### src/rtl/riscv_ctrl_pkg.sv
// Shared encodings for the multi-cycle RISC-V control path: opcodes, FSM states,
// instruction classes and datapath mux selects.
package riscv_ctrl_pkg;

    localparam logic [6:0] OP_LOAD   = 7'b0000011;
    localparam logic [6:0] OP_STORE  = 7'b0100011;
    localparam logic [6:0] OP_BRANCH = 7'b1100011;
    localparam logic [6:0] OP_ALUI   = 7'b0010011;
    localparam logic [6:0] OP_ALUR   = 7'b0110011;

    localparam logic [2:0] F3_BEQ = 3'b000;
    localparam logic [2:0] F3_BNE = 3'b001;

    typedef enum logic [3:0] {
        ST_FETCH    = 4'd0,
        ST_DECODE   = 4'd1,
        ST_MEMADR   = 4'd2,
        ST_MEMREAD  = 4'd3,
        ST_MEMWB    = 4'd4,
        ST_MEMWRITE = 4'd5,
        ST_EXECR    = 4'd6,
        ST_EXECI    = 4'd7,
        ST_ALUWB    = 4'd8,
        ST_BRANCH   = 4'd9,
        ST_TRAP     = 4'd10
    } state_e;

    typedef enum logic [2:0] {
        IC_LOAD,
        IC_STORE,
        IC_BRANCH,
        IC_ALUI,
        IC_ALUR,
        IC_ILLEGAL
    } iclass_e;

    typedef enum logic [1:0] {
        SRCA_PC    = 2'd0,
        SRCA_OLDPC = 2'd1,
        SRCA_RS1   = 2'd2
    } alu_src_a_e;

    typedef enum logic [1:0] {
        SRCB_RS2  = 2'd0,
        SRCB_IMM  = 2'd1,
        SRCB_FOUR = 2'd2
    } alu_src_b_e;

    typedef enum logic [1:0] {
        ALU_ADD   = 2'd0,
        ALU_SUB   = 2'd1,
        ALU_FUNCT = 2'd2
    } alu_op_e;

    typedef enum logic [1:0] {
        IMM_I    = 2'd0,
        IMM_S    = 2'd1,
        IMM_B    = 2'd2,
        IMM_NONE = 2'd3
    } imm_sel_e;

endpackage

### src/rtl/riscv_opcode_class.sv
// Combinational instruction classifier: maps opcode/funct3 onto the classes the
// control FSM distinguishes; anything unsupported is reported as illegal.
module riscv_opcode_class
    import riscv_ctrl_pkg::*;
(
    input  logic [6:0] opcode_i,
    input  logic [2:0] funct3_i,
    output iclass_e    iclass_o
);

    always_comb begin
        iclass_o = IC_ILLEGAL;
        case (opcode_i)
            OP_LOAD:   iclass_o = IC_LOAD;
            OP_STORE:  iclass_o = IC_STORE;
            OP_ALUI:   iclass_o = IC_ALUI;
            OP_ALUR:   iclass_o = IC_ALUR;
            OP_BRANCH: begin
                if (funct3_i == F3_BEQ || funct3_i == F3_BNE) begin
                    iclass_o = IC_BRANCH;
                end
            end
            default: iclass_o = IC_ILLEGAL;
        endcase
    end

endmodule

### src/rtl/riscv_mc_control.sv
// Multi-cycle control FSM: sequences fetch/decode/execute/memory/writeback over a
// shared ALU and unified memory port, and counts retired instructions.
module riscv_mc_control
    import riscv_ctrl_pkg::*;
#(
    parameter int unsigned INSTRET_W = 32
) (
    input  logic                 clk,
    input  logic                 rst_n,
    input  logic [6:0]           opcode,
    input  logic [2:0]           funct3,
    input  logic                 zero,
    input  logic                 mem_ready,
    output logic                 mem_req,
    output logic                 mem_we,
    output logic                 adr_src,
    output logic                 ir_write,
    output logic                 pc_write,
    output logic                 reg_write,
    output logic [1:0]           alu_src_a,
    output logic [1:0]           alu_src_b,
    output logic [1:0]           alu_op,
    output logic                 result_src,
    output logic [1:0]           imm_sel,
    output logic                 illegal,
    output logic [3:0]           state,
    output logic [INSTRET_W-1:0] instret
);

    state_e                 state_q, state_d;
    logic                   run_q;
    logic [INSTRET_W-1:0]   instret_q, instret_d;
    logic                   retire;
    iclass_e                iclass;

    riscv_opcode_class u_class (
        .opcode_i (opcode),
        .funct3_i (funct3),
        .iclass_o (iclass)
    );

    // run_q holds every output low until the first clock edge after reset release,
    // so the first memory request appears only after that edge.
    always_ff @(posedge clk or negedge rst_n) begin
        if (!rst_n) begin
            state_q   <= ST_FETCH;
            run_q     <= 1'b0;
            instret_q <= '0;
        end else begin
            run_q     <= 1'b1;
            state_q   <= state_d;
            instret_q <= instret_d;
        end
    end

    always_comb begin
        state_d = state_q;
        retire  = 1'b0;
        if (run_q) begin
            case (state_q)
                ST_FETCH:    if (mem_ready) state_d = ST_DECODE;
                ST_DECODE: begin
                    case (iclass)
                        IC_LOAD, IC_STORE: state_d = ST_MEMADR;
                        IC_ALUI:           state_d = ST_EXECI;
                        IC_ALUR:           state_d = ST_EXECR;
                        IC_BRANCH:         state_d = ST_BRANCH;
                        default:           state_d = ST_TRAP;
                    endcase
                end
                ST_MEMADR:   state_d = (iclass == IC_LOAD) ? ST_MEMREAD : ST_MEMWRITE;
                ST_MEMREAD:  if (mem_ready) state_d = ST_MEMWB;
                ST_MEMWB: begin
                    state_d = ST_FETCH;
                    retire  = 1'b1;
                end
                ST_MEMWRITE: begin
                    if (mem_ready) begin
                        state_d = ST_FETCH;
                        retire  = 1'b1;
                    end
                end
                ST_EXECR, ST_EXECI: state_d = ST_ALUWB;
                ST_ALUWB, ST_BRANCH: begin
                    state_d = ST_FETCH;
                    retire  = 1'b1;
                end
                ST_TRAP:     state_d = ST_TRAP;
                default:     state_d = ST_TRAP;
            endcase
        end
    end

    assign instret_d = retire ? instret_q + INSTRET_W'(1) : instret_q;

    always_comb begin
        mem_req    = 1'b0;
        mem_we     = 1'b0;
        adr_src    = 1'b0;
        ir_write   = 1'b0;
        pc_write   = 1'b0;
        reg_write  = 1'b0;
        alu_src_a  = SRCA_PC;
        alu_src_b  = SRCB_RS2;
        alu_op     = ALU_ADD;
        result_src = 1'b0;
        imm_sel    = IMM_I;
        illegal    = 1'b0;
        if (run_q) begin
            case (state_q)
                ST_FETCH: begin
                    mem_req   = 1'b1;
                    alu_src_a = SRCA_PC;
                    alu_src_b = SRCB_FOUR;
                    ir_write  = mem_ready;
                    pc_write  = mem_ready;
                end
                ST_DECODE: begin
                    alu_src_a = SRCA_OLDPC;
                    alu_src_b = SRCB_IMM;
                    imm_sel   = IMM_B;
                end
                ST_MEMADR: begin
                    alu_src_a = SRCA_RS1;
                    alu_src_b = SRCB_IMM;
                    imm_sel   = (iclass == IC_STORE) ? IMM_S : IMM_I;
                end
                ST_MEMREAD: begin
                    mem_req = 1'b1;
                    adr_src = 1'b1;
                end
                ST_MEMWB: begin
                    reg_write  = 1'b1;
                    result_src = 1'b1;
                end
                ST_MEMWRITE: begin
                    mem_req = 1'b1;
                    mem_we  = 1'b1;
                    adr_src = 1'b1;
                end
                ST_EXECR: begin
                    alu_src_a = SRCA_RS1;
                    alu_src_b = SRCB_RS2;
                    alu_op    = ALU_FUNCT;
                end
                ST_EXECI: begin
                    alu_src_a = SRCA_RS1;
                    alu_src_b = SRCB_IMM;
                    imm_sel   = IMM_I;
                    alu_op    = ALU_FUNCT;
                end
                ST_ALUWB:  reg_write = 1'b1;
                ST_BRANCH: begin
                    alu_src_a = SRCA_RS1;
                    alu_src_b = SRCB_RS2;
                    alu_op    = ALU_SUB;
                    pc_write  = (funct3 == F3_BNE) ? !zero : zero;
                end
                ST_TRAP:   illegal = 1'b1;
                default:   illegal = 1'b1;
            endcase
        end
    end

    assign state   = state_q;
    assign instret = instret_q;

endmodule

### config.mk
export PLATFORM = sky130hd
export DESIGN_NAME = riscv_mc_control
export DESIGN_NICKNAME = d
export VERILOG_FILES = /design/src/rtl/riscv_ctrl_pkg.sv /design/src/rtl/riscv_opcode_class.sv /design/src/rtl/riscv_mc_control.sv
export SDC_FILE = /design/constraint.sdc
export NUM_CORES = 1
export LEC_CHECK = 0
export CELL_PAD_IN_SITES_DETAIL_PLACEMENT = 1
export CELL_PAD_IN_SITES_GLOBAL_PLACEMENT = 1
export CORE_MARGIN = 1.5
export CORE_UTILIZATION = 24
export DETAILED_ROUTE_END_ITERATION = 10
export PLACE_DENSITY_LB_ADDON = 0.1
export SETUP_SLACK_MARGIN = 0.2
export SKIP_LAST_GASP = 1
export SYNTH_ARGS = -nofsm -noshare
export SYNTH_HDL_FRONTEND = slang
export SYNTH_SLANG_ARGS = --single-unit
### constraint.sdc
create_clock -name clk -period 1.9 [get_ports clk]
set_clock_uncertainty 0.1 [all_clocks]
set_input_delay 0.38 -clock clk [delete_from_list [all_inputs] [get_ports clk]]
set_output_delay 0.38 -clock clk [all_outputs]
set_load 0.02 [all_outputs]
==> impl_metrics.yaml, run 1 <==
sta:
  fmax_mhz: 476
  setup_viol: 28
  finalWorstSetupSlack_ns: -0.201
  post-route-min-period_ns: 2.10
  worst_pin_slew_ns: 0.589
  period_share_pct: 111
  hold_viol: 0
  rsz0062_at_grt: "yes"
  fin_setup_tns_ns: -2.22
  slew_viol_final: 0
  slew_headroom_pct: 60.2
worst_setup_path:
  cp_top_family: "simple AND/OR/NAND/NOR gates"
  critPathKind: "register to output port"
  cp_num_buf_inv: 2
  worst_path_max_delay_cell: "dfrtp_2"
  cp-start-kind: "register"
  worstPathArrival_ns: 1.62
  cp_cell_sequence: "buf_12 -> nor2_4 -> nand2_4 -> nor3_4 -> and2_4 -> a21o_1 -> buf_6"
  required_ns: 1.42
  end_kind: "output port"
  slowest_delay_ns: 0.45
  crit_fanout: 4
synth:
  yosys.area.top_type: "dfrtp_1"
  netlist_area_sq_um: 2130
  seq_area_frac_synth_pct: 43.6
  synth_cell_type_count: 50
  yosys-top-cells-area: "dfrtp_1 (44%), xnor2_1 (8.7%), xor2_1 (5.4%)"
  syn_avg_cell_area_sq_um: 9.49
  syn_inst: 224
  synth_top_area_share_pct: 43.6
  synth_nets: 239
  ys_async_sr_fraction_pct: 100
  synth-edff-count: 0
  synth_top_flop_cell: "dfrtp_1"
  synth-seq-cells: 37
  yosys_warnings: 0
power:
  leakage_nw: 2.14
  p_clk_share_pct: 15.2
  p_seq_share_pct: 21.4
  p_int_mw: 2.86
  combPwrFrac_pct: 63.5
  total_power_mw: 4.69
  p_sw_share_pct: 39.0
  ir_worst_vdd_mv: 0.751
  power.switching_mw: 1.83
  powerDensity_nw_per_um2: 1080
final_layout:
  syn_to_final_growth_pct: 105
  layout_commonest_cell: "buf_4"
  fillers: 940
  antenna_cells: 0
  nNetsFinal: 387
  drive_above_1_share_pct: 58.4
  fin_area_sq_um: 4350
  mostFrequentLayoutCells: "buf_4 (53), buf_6 (43), dlygate4sd2_1 (35)"
  fin_util_pct: 50.4
floorplanning:
  core_sq_um: 8640
  die_h_um: 97.1
  die_area_sq_um: 9430
  die_x_um: 97.1
  io-pin-count: 66
  fp-row-count: 34
  initial_core_util_pct: 24.6
route:
  antenna_left: 0
  vias: 2242
  route.detailed.drc: 0
  drtPass1Iterations: 4
  vias_per_cell: 4.66
  drtIter0Drc: 37
  wl_per_cell_um: 16.1
  routed_wl_um: 7740
global_routing:
  grt_overflow: 0
  grt_usage_pct: 15.7
  first_global_vias: 2394
  antenna_found_initial: 0
  grt_max_degree: 23
  grt_first_pass_wirelength_um: 12000
status:
  outcome: "complete, but fails checks"
  violations: "negative setup slack"
cts:
  clk_latency_ns: 0.30
  htree_levels: 2
  cts_sinks: 37
  cts_made_buffers: 5
  cts_max_path_buffers: 2
  cts_tree: "yes"
  cts_root_buffer: "clkbuf_8"
  clkTransAtPathRegs_ns: 0.08
place:
  post-place-ws_ns: -0.972
  dp_hpwl_um: 4900
  place.gp.congestion: 0.764
  numPortBuffers: 65
  postPlaceCellArea_sq_um: 3370
job:
  cap_viol_max_count: 0
worst_hold_path:
  worstHoldPathType: "register to register"
==> repair_timing <==
action                                 4_1_cts  5_1_grt
cloned                                       1        0
endpoints found under the hold margin       20        0
setup endpoints to repair                   88       57
hold buffers                                 1        0
pin swaps                                   26       41
resized for setup                          241       57
buffers inserted                            16       17
==> flip-flops by register name, indices dropped and copies added (netlist names) <==
register / cells
instret: 32
state: 4
run_q: 1
==> kinds of logic after synthesis <==
family / share of synthesized area [%]
simple gates: 31.4
flops: 43.6
xor+xnor: 14.0
compound gates: 5.77
buf+inv: 3.06
mux: 1.47
fa+ha+maj: 0.588
other cells: 0.176
==> routing by layer <==
layer,up-vias,GRT usage (%),wire length (um)
met2,39,27.3,4080
li1,1076,-,-
met4,0,4.57,97
met3,7,2.45,213
met5,-,0,0
met1,1120,20.0,3340
==> power groups by stage <==
stage,Sequential (mW),Clock [mW],Combinational (mW)
CTS,1.00,0.729,2.46
finish,1.00,0.710,2.97
global route,1.02,0.759,3.16
detailed placement,0.994,0,1.93
floorplan,1.09,0,0.917
global placement,0.995,0,1.92
==> metrics by stage <==
step	instances	hold WS, ns
6_report	481	0.374
2_1_floorplan	224	-0.0156
3_5_place_dp	438	0.284
4_1_cts	464	0.375
3_3_place_gp	438	0.286
5_1_grt	481	0.399
==> synthesized netlist by cell type (3+ instances only) <==
| master | number |
|---|---|
| a21oi_1 | 4 |
| and3_1 | 8 |
| buf_2 | 4 |
| clkbuf_1 | 3 |
| dfrtp_1 | 37 |
| inv_1 | 5 |
| nand2_1 | 24 |
| nand3_1 | 12 |
| nand4_1 | 5 |
| nor2_1 | 23 |
| nor3_1 | 17 |
| xnor2_1 | 21 |
| xor2_1 | 13 |
==> worst paths after layout <==
check,startpoint,end,slack (ns),depth (start not counted)
worst max-delay path,state[0],pc_write,-0.20,7
worst min-delay path,instret[31],instret[31],0.37,1
worst max register to register,state[0],state[2],-0.08,7
worst min register to register,instret[31],instret[31],0.37,1
max in group asynchronous,rst_n,instret[27],0.67,3
min in group asynchronous,rst_n,instret[20],0.47,2
==> final cells by class <==
cell class              count  area, sq um  area share, %
multi-input cells         172         1720           39.5
repair buffers            149         1400           32.2
flip-flops and latches     37          948           21.8
well taps                 108          135           3.10
clock buffers               6         72.6           1.67
clock inverters             2         38.8          0.891
inverters                   7         38.8          0.891
Note: power is estimated with default switching activity, not from simulation.
==> inputs of run 2 (changes only) <==
- CTS_BUF_LIST: unset -> sky130_fd_sc_hd__clkbuf_8
- CTS_CLUSTER_SIZE: unset -> 16
- clock period: 1.9 -> 2.3 ns (I/O delays scaled with it)
==> impl_metrics.yaml, run 2 (synthesized netlist as in run 1, its figures left out) <==
status:
  outcome: "finished, final reports clean"
route:
  drtPass1Iterations: 4
  vias_per_cell: 4.59
  routed_wl_um: 5990
  drtIter0Drc: 24
  wl_per_cell_um: 13.8
  antenna_left: 0
  vias: 1986
  route.detailed.drc: 0
global_routing:
  grt_max_degree: 22
  grt_first_pass_wirelength_um: 10000
  first_global_vias: 2031
  grt_overflow: 0
  grt_usage_pct: 13.0
  antenna_found_initial: 0
worst_setup_path:
  crit_path_frequent_cell: "buf_6"
  required_ns: 1.74
  cp-endpoint: "imm_sel[1]"
  reg2reg_depth: 7
  worst_path_max_delay_cell: "or4b_4"
  reg2reg_from: "state[1]"
  cp_cell_sequence: "buf_6 -> or4b_4 -> nor2_4 -> buf_6"
  cp-start-kind: "register"
  cp_num_buf_inv: 2
  startpoint: "state[1]"
  crit_fanout: 5
  critPathKind: "register to output port"
  regToRegEndpoint: "state[1]"
  slowest_delay_ns: 0.52
  crit_cells: 4
  worstPathArrival_ns: 1.62
  cp_top_family: "simple AND/OR/NAND/NOR gates"
  end_kind: "output port"
  r2r_setup_slack_ns: 0.33
power:
  p_int_mw: 1.66
  powerDensity_nw_per_um2: 830
  power.switching_mw: 1.11
  p_clk_share_pct: 15.3
  combPwrFrac_pct: 54.6
  p_sw_share_pct: 40.0
  p_seq_share_pct: 30.2
  ir_worst_vdd_mv: 0.479
  leakage_nw: 1.53
sta:
  worst_pin_slew_ns: 0.512
  setup_viol: 0
  period_share_pct: 94.7
  fin_setup_tns_ns: 0
  post-route-min-period_ns: 2.18
  hold_viol: 0
  slew_viol_final: 0
  rsz0062_at_grt: "yes"
  slew_headroom_pct: 65.9
  fmax_mhz: 459
floorplanning:
  core_sq_um: 8640
  die_x_um: 97.1
  fp-row-count: 34
  die_h_um: 97.1
  initial_core_util_pct: 24.6
  die_area_sq_um: 9430
  io-pin-count: 66
cts:
  ctsHoldBuffers: 0
  clkTransAtPathRegs_ns: 0.07
  clk_latency_ns: 0.28
  htree_levels: 2
  cts_sinks: 37
  cts_made_buffers: 5
  cts_tree: "yes"
  cts_max_path_buffers: 2
  cts_root_buffer: "clkbuf_8"
final_layout:
  largest_reg_flops: 32
  drive_above_1_share_pct: 30.8
  mostFrequentLayoutCells: "clkdlybuf4s50_1 (39), buf_4 (35), dfrtp_1 (33)"
  fin_util_pct: 38.6
  nNetsFinal: 339
  syn_to_final_growth_pct: 56.7
  antenna_cells: 0
  layout_commonest_cell: "clkdlybuf4s50_1"
worst_hold_path:
  worstHoldPathType: "input pin to asynchronous set/reset pin"
job:
  cap_viol_max_count: 0
place:
  place.gp.congestion: 0.748
  numPortBuffers: 65
  dp_hpwl_um: 4560
[run 2: worst register-to-register path, cell delays in order, from the launching register on]
cell and delay [ns]:
dfrtp_2 0.44, buf_6 0.13, or4b_4 0.52, buf_4 0.17
a31oi_1 0.14, a31o_2 0.13, o21ba_2 0.15, a21oi_1 0.12
[run 2: metal layers]
metal / wire length, um / vias up / global-route usage, % / share of wire (%)
li1: - / 979 / - / -
met1: 2860 / 967 / 17.2 / 48
met2: 2870 / 38 / 21.8 / 48
met3: 228 / 2 / 2.59 / 3.8
met4: 29 / 0 / 2.68 / 0.48
met5: 0 / - / 0 / 0
[run 2: power by group through the flow]
| stage | Combinational [mW] | Sequential (mW) | Clock [mW] |
|---|---|---|---|
| detailed placement | 1.36 | 0.836 | 0 |
| global route | 1.63 | 0.852 | 0.471 |
| finish | 1.51 | 0.834 | 0.422 |
| floorplan | 0.657 | 0.886 | 0 |
| CTS | 1.41 | 0.823 | 0.442 |
| global placement | 1.36 | 0.838 | 0 |
[run 2: worst min-delay path by stage]
stage	from	endpoint	slack (ns)
global placement	rst_n	instret[12]	0.36
floorplan	rst_n	instret[0]	0.06
finish	rst_n	instret[12]	0.05
CTS	rst_n	instret[12]	0.05
detailed placement	rst_n	instret[12]	0.36
global route	rst_n	instret[12]	0.07
[run 2: metrics by stage]
step	hold slack [ns]	cell area, sq um	power (mW)	instances	setup slack (ns)
after global routing	0.0696	3330	2.95	433	0.0505
after CTS	0.0514	3230	2.67	430	0.0439
after detailed placement	0.361	3140	2.20	419	-0.794
after global placement	0.359	3140	2.20	419	-0.794
after floorplan	0.0644	2170	1.54	224	0.0951
final	0.0462	3330	2.76	433	0.123
[run 2: layout make-up]
type	count	area, sq um
repair buffers	101	886
clock buffers	5	68.8
clock inverters	3	11.3
fillers	991	5310
multi-input cells	172	1270
well taps	108	135
inverters	7	26.3
flip-flops and latches	37	931
[run 2: timing repair]
action / in CTS / in global routing
endpoints found under the setup margin: 20 / 38
setup buffers: 3 / 3
resized for setup: 78 / 40
cloned: 0 / 0
pin swaps: 5 / 10
==> inputs of run 3 (changes only) <==
- PLACE_DENSITY_LB_ADDON: 0.1 -> 0.08
- SYNTH_HIERARCHICAL: unset -> 1
==> impl_metrics.yaml, run 3 <==
route:
  antenna_left: 0
  routed_wl_um: 6250
  wl_per_cell_um: 13.9
  vias: 2049
  vias_per_cell: 4.56
  route.detailed.drc: 4
  drtPass1Iterations: 7
  drtIter0Drc: 59
worst_setup_path:
  cp-start-kind: "input pin"
  crit_fanout: 2
  required_ns: 1.74
  end_kind: "output port"
  critPathKind: "input pin to output port"
  worstPathArrival_ns: 1.84
final_layout:
  antenna_cells: 0
  layout_commonest_cell: "buf_4"
  fin_area_sq_um: 3520
  mostFrequentLayoutCells: "buf_4 (39), clkdlybuf4s50_1 (37), dfrtp_1 (33)"
  largest_reg_flops: 32
  syn_to_final_growth_pct: 59.5
  drive_above_1_share_pct: 33.7
  nNetsFinal: 355
power:
  power.switching_mw: 1.17
  powerDensity_nw_per_um2: 846
  combPwrFrac_pct: 54.1
  ir_worst_vdd_mv: 0.443
  p_int_mw: 1.81
  p_seq_share_pct: 28.8
  p_sw_share_pct: 39.4
  p_clk_share_pct: 17.1
  total_power_mw: 2.98
  leakage_nw: 1.65
synth:
  netlist_area_sq_um: 2210
  yosys.area.top_type: "dfrtp_1"
  syn_avg_cell_area_sq_um: 9.47
  ys_async_sr_fraction_pct: 100
  synth_top_area_share_pct: 42.0
  syn_inst: 233
  yosys-top-cells-area: "dfrtp_1 (42%), xor2_1 (7.5%), xnor2_1 (6.3%)"
  synth-seq-cells: 37
  synth_top_flop_cell: "dfrtp_1"
  synth-edff-count: 0
  synth_nets: 248
  synth_common_cells: "dfrtp_1 (37), nor2_1 (27), nand2_1 (19), xor2_1 (19), xnor2_1 (16)"
  synth_most_common_cell: "dfrtp_1"
  yosys_warnings: 6
  synth_cell_type_count: 48
  seq_area_frac_synth_pct: 42.0
place:
  dp_hpwl_um: 4550
  place.gp.congestion: 0.743
  numPortBuffers: 65
  postPlaceCellArea_sq_um: 3270
  post-place-ws_ns: -0.896
cts:
  cts_tree: "yes"
  clkTransAtPathRegs_ns: 0.07
  ctsHoldBuffers: 0
  cts_max_path_buffers: 2
  htree_levels: 2
  clk_latency_ns: 0.29
  cts_sinks: 37
  cts_made_buffers: 5
  cts_root_buffer: "clkbuf_8"
sta:
  fin_setup_tns_ns: -0.140
  post-route-min-period_ns: 2.40
  fmax_mhz: 417
  finalWorstSetupSlack_ns: -0.0955
  hold_viol: 0
  period_share_pct: 104
  rsz0062_at_grt: "yes"
  slew_viol_final: 0
  hold_ws_ns: 0.112
  setup_viol: 3
floorplanning:
  die_h_um: 98.9
  initial_core_util_pct: 25.1
  die_area_sq_um: 9780
  io-pin-count: 66
  fp-row-count: 34
  die_x_um: 98.9
  core_sq_um: 8810
global_routing:
  first_global_vias: 2168
  grt_usage_pct: 13.4
  antenna_found_initial: 0
  grt_max_degree: 38
  grt_overflow: 0
  grt_first_pass_wirelength_um: 10700
job:
  cap_viol_max_count: 0
worst_hold_path:
  worstHoldPathType: "input pin to asynchronous set/reset pin"
status:
  violations: "design-rule violations, negative setup slack"
  outcome: "complete, but fails checks"
## run 3: cell types whose count changed after synthesis, sizes merged, moves of 4 or more
cell    before  now
nor2        23   27
nand2       24   19
nor4         4    9
o21ai        1    8
xor2        13   19
nor3        17   13
inv          6   10
xnor2       21   16
and3         8    3
nand2b       2    7
and4         4    0
## run 3: final timing paths
path,cells after the start,slack [ns],end,from
setup / recovery,7,-0.1,imm_sel[0],funct3[1]
setup reg to reg,7,0.29,instret[15],state[3]
hold / removal,2,0.11,instret[31],rst_n
min in group clk,1,0.37,instret[31],instret[31]
hold reg to reg,1,0.37,instret[31],instret[31]
max in group asynchronous,2,1.61,state[1],rst_n
## run 3: area by class of cell
| cell class | count | area (sq um) |
|---|---|---|
| fill | 1022 | 5290 |
| timing repair buffer | 109 | 978 |
| clock inverter | 1 | 5.00 |
| clock buffer | 7 | 96.3 |
| multi-input combinational | 177 | 1340 |
| sequential | 37 | 931 |
| tap | 108 | 135 |
| inverter | 10 | 37.5 |
## run 3: metrics by stage
step                utilization [%]  cells
finish                         40.0    449
global route                   40.0    449
floorplan                         -    233
CTS                            38.7    444
detailed placement             37.2    431
global placement               37.2    431
## run 3: worst max-delay path, cell delays in order
cell	delay [ns]
buf_6	0.09
or3b_4	0.39
or3b_4	0.39
a21o_1	0.20
nand3b_1	0.13
nor3_4	0.05
buf_6	0.12
## run 3: kinds of logic (layout without fill, tap and decap cells)
| logic type | Yosys count | in the layout | synth area share, % |
|---|---|---|---|
| xor gates and xnor gates | 35 | 35 | 13.9 |
| adders and majority gates | 1 | 1 | 0.567 |
| DFF | 37 | 37 | 42.0 |
| and+or+nand+nor | 113 | 113 | 29.9 |
| AOI/OAI and AO/OA | 23 | 23 | 7.65 |
| muxes | 4 | 4 | 1.87 |
| other | 1 | 1 | 0.170 |
| buffers and inverters | 19 | 127 | 4.02 |
## run 3: repair_timing
action                                  4_1_cts  5_1_grt
gates cloned                                  0        0
endpoints found under the setup margin       22       20
endpoints found under the hold margin         0        0
pin swaps                                    10       17
setup buffers                                 5        5
resized for setup                            87       32
## run 3: power groups by stage
stage | combinational [mW] | clock (mW) | sequential [mW]
CTS | 1.52 | 0.530 | 0.859
global placement | 1.47 | 0 | 0.887
detailed placement | 1.47 | 0 | 0.886
floorplan | 0.745 | 0 | 0.920
finish | 1.61 | 0.511 | 0.858
global route | 1.75 | 0.560 | 0.877
## run 3: metal layers
metal / vias up / share of wire [%] / global-route usage (%)
met3: 4 / 3.7 / 3.33
met1: 1000 / 49 / 19.0
met4: 0 / 0.70 / 2.64
met2: 36 / 46 / 20.8
met5: - / 0 / 0
li1: 1009 / - / -
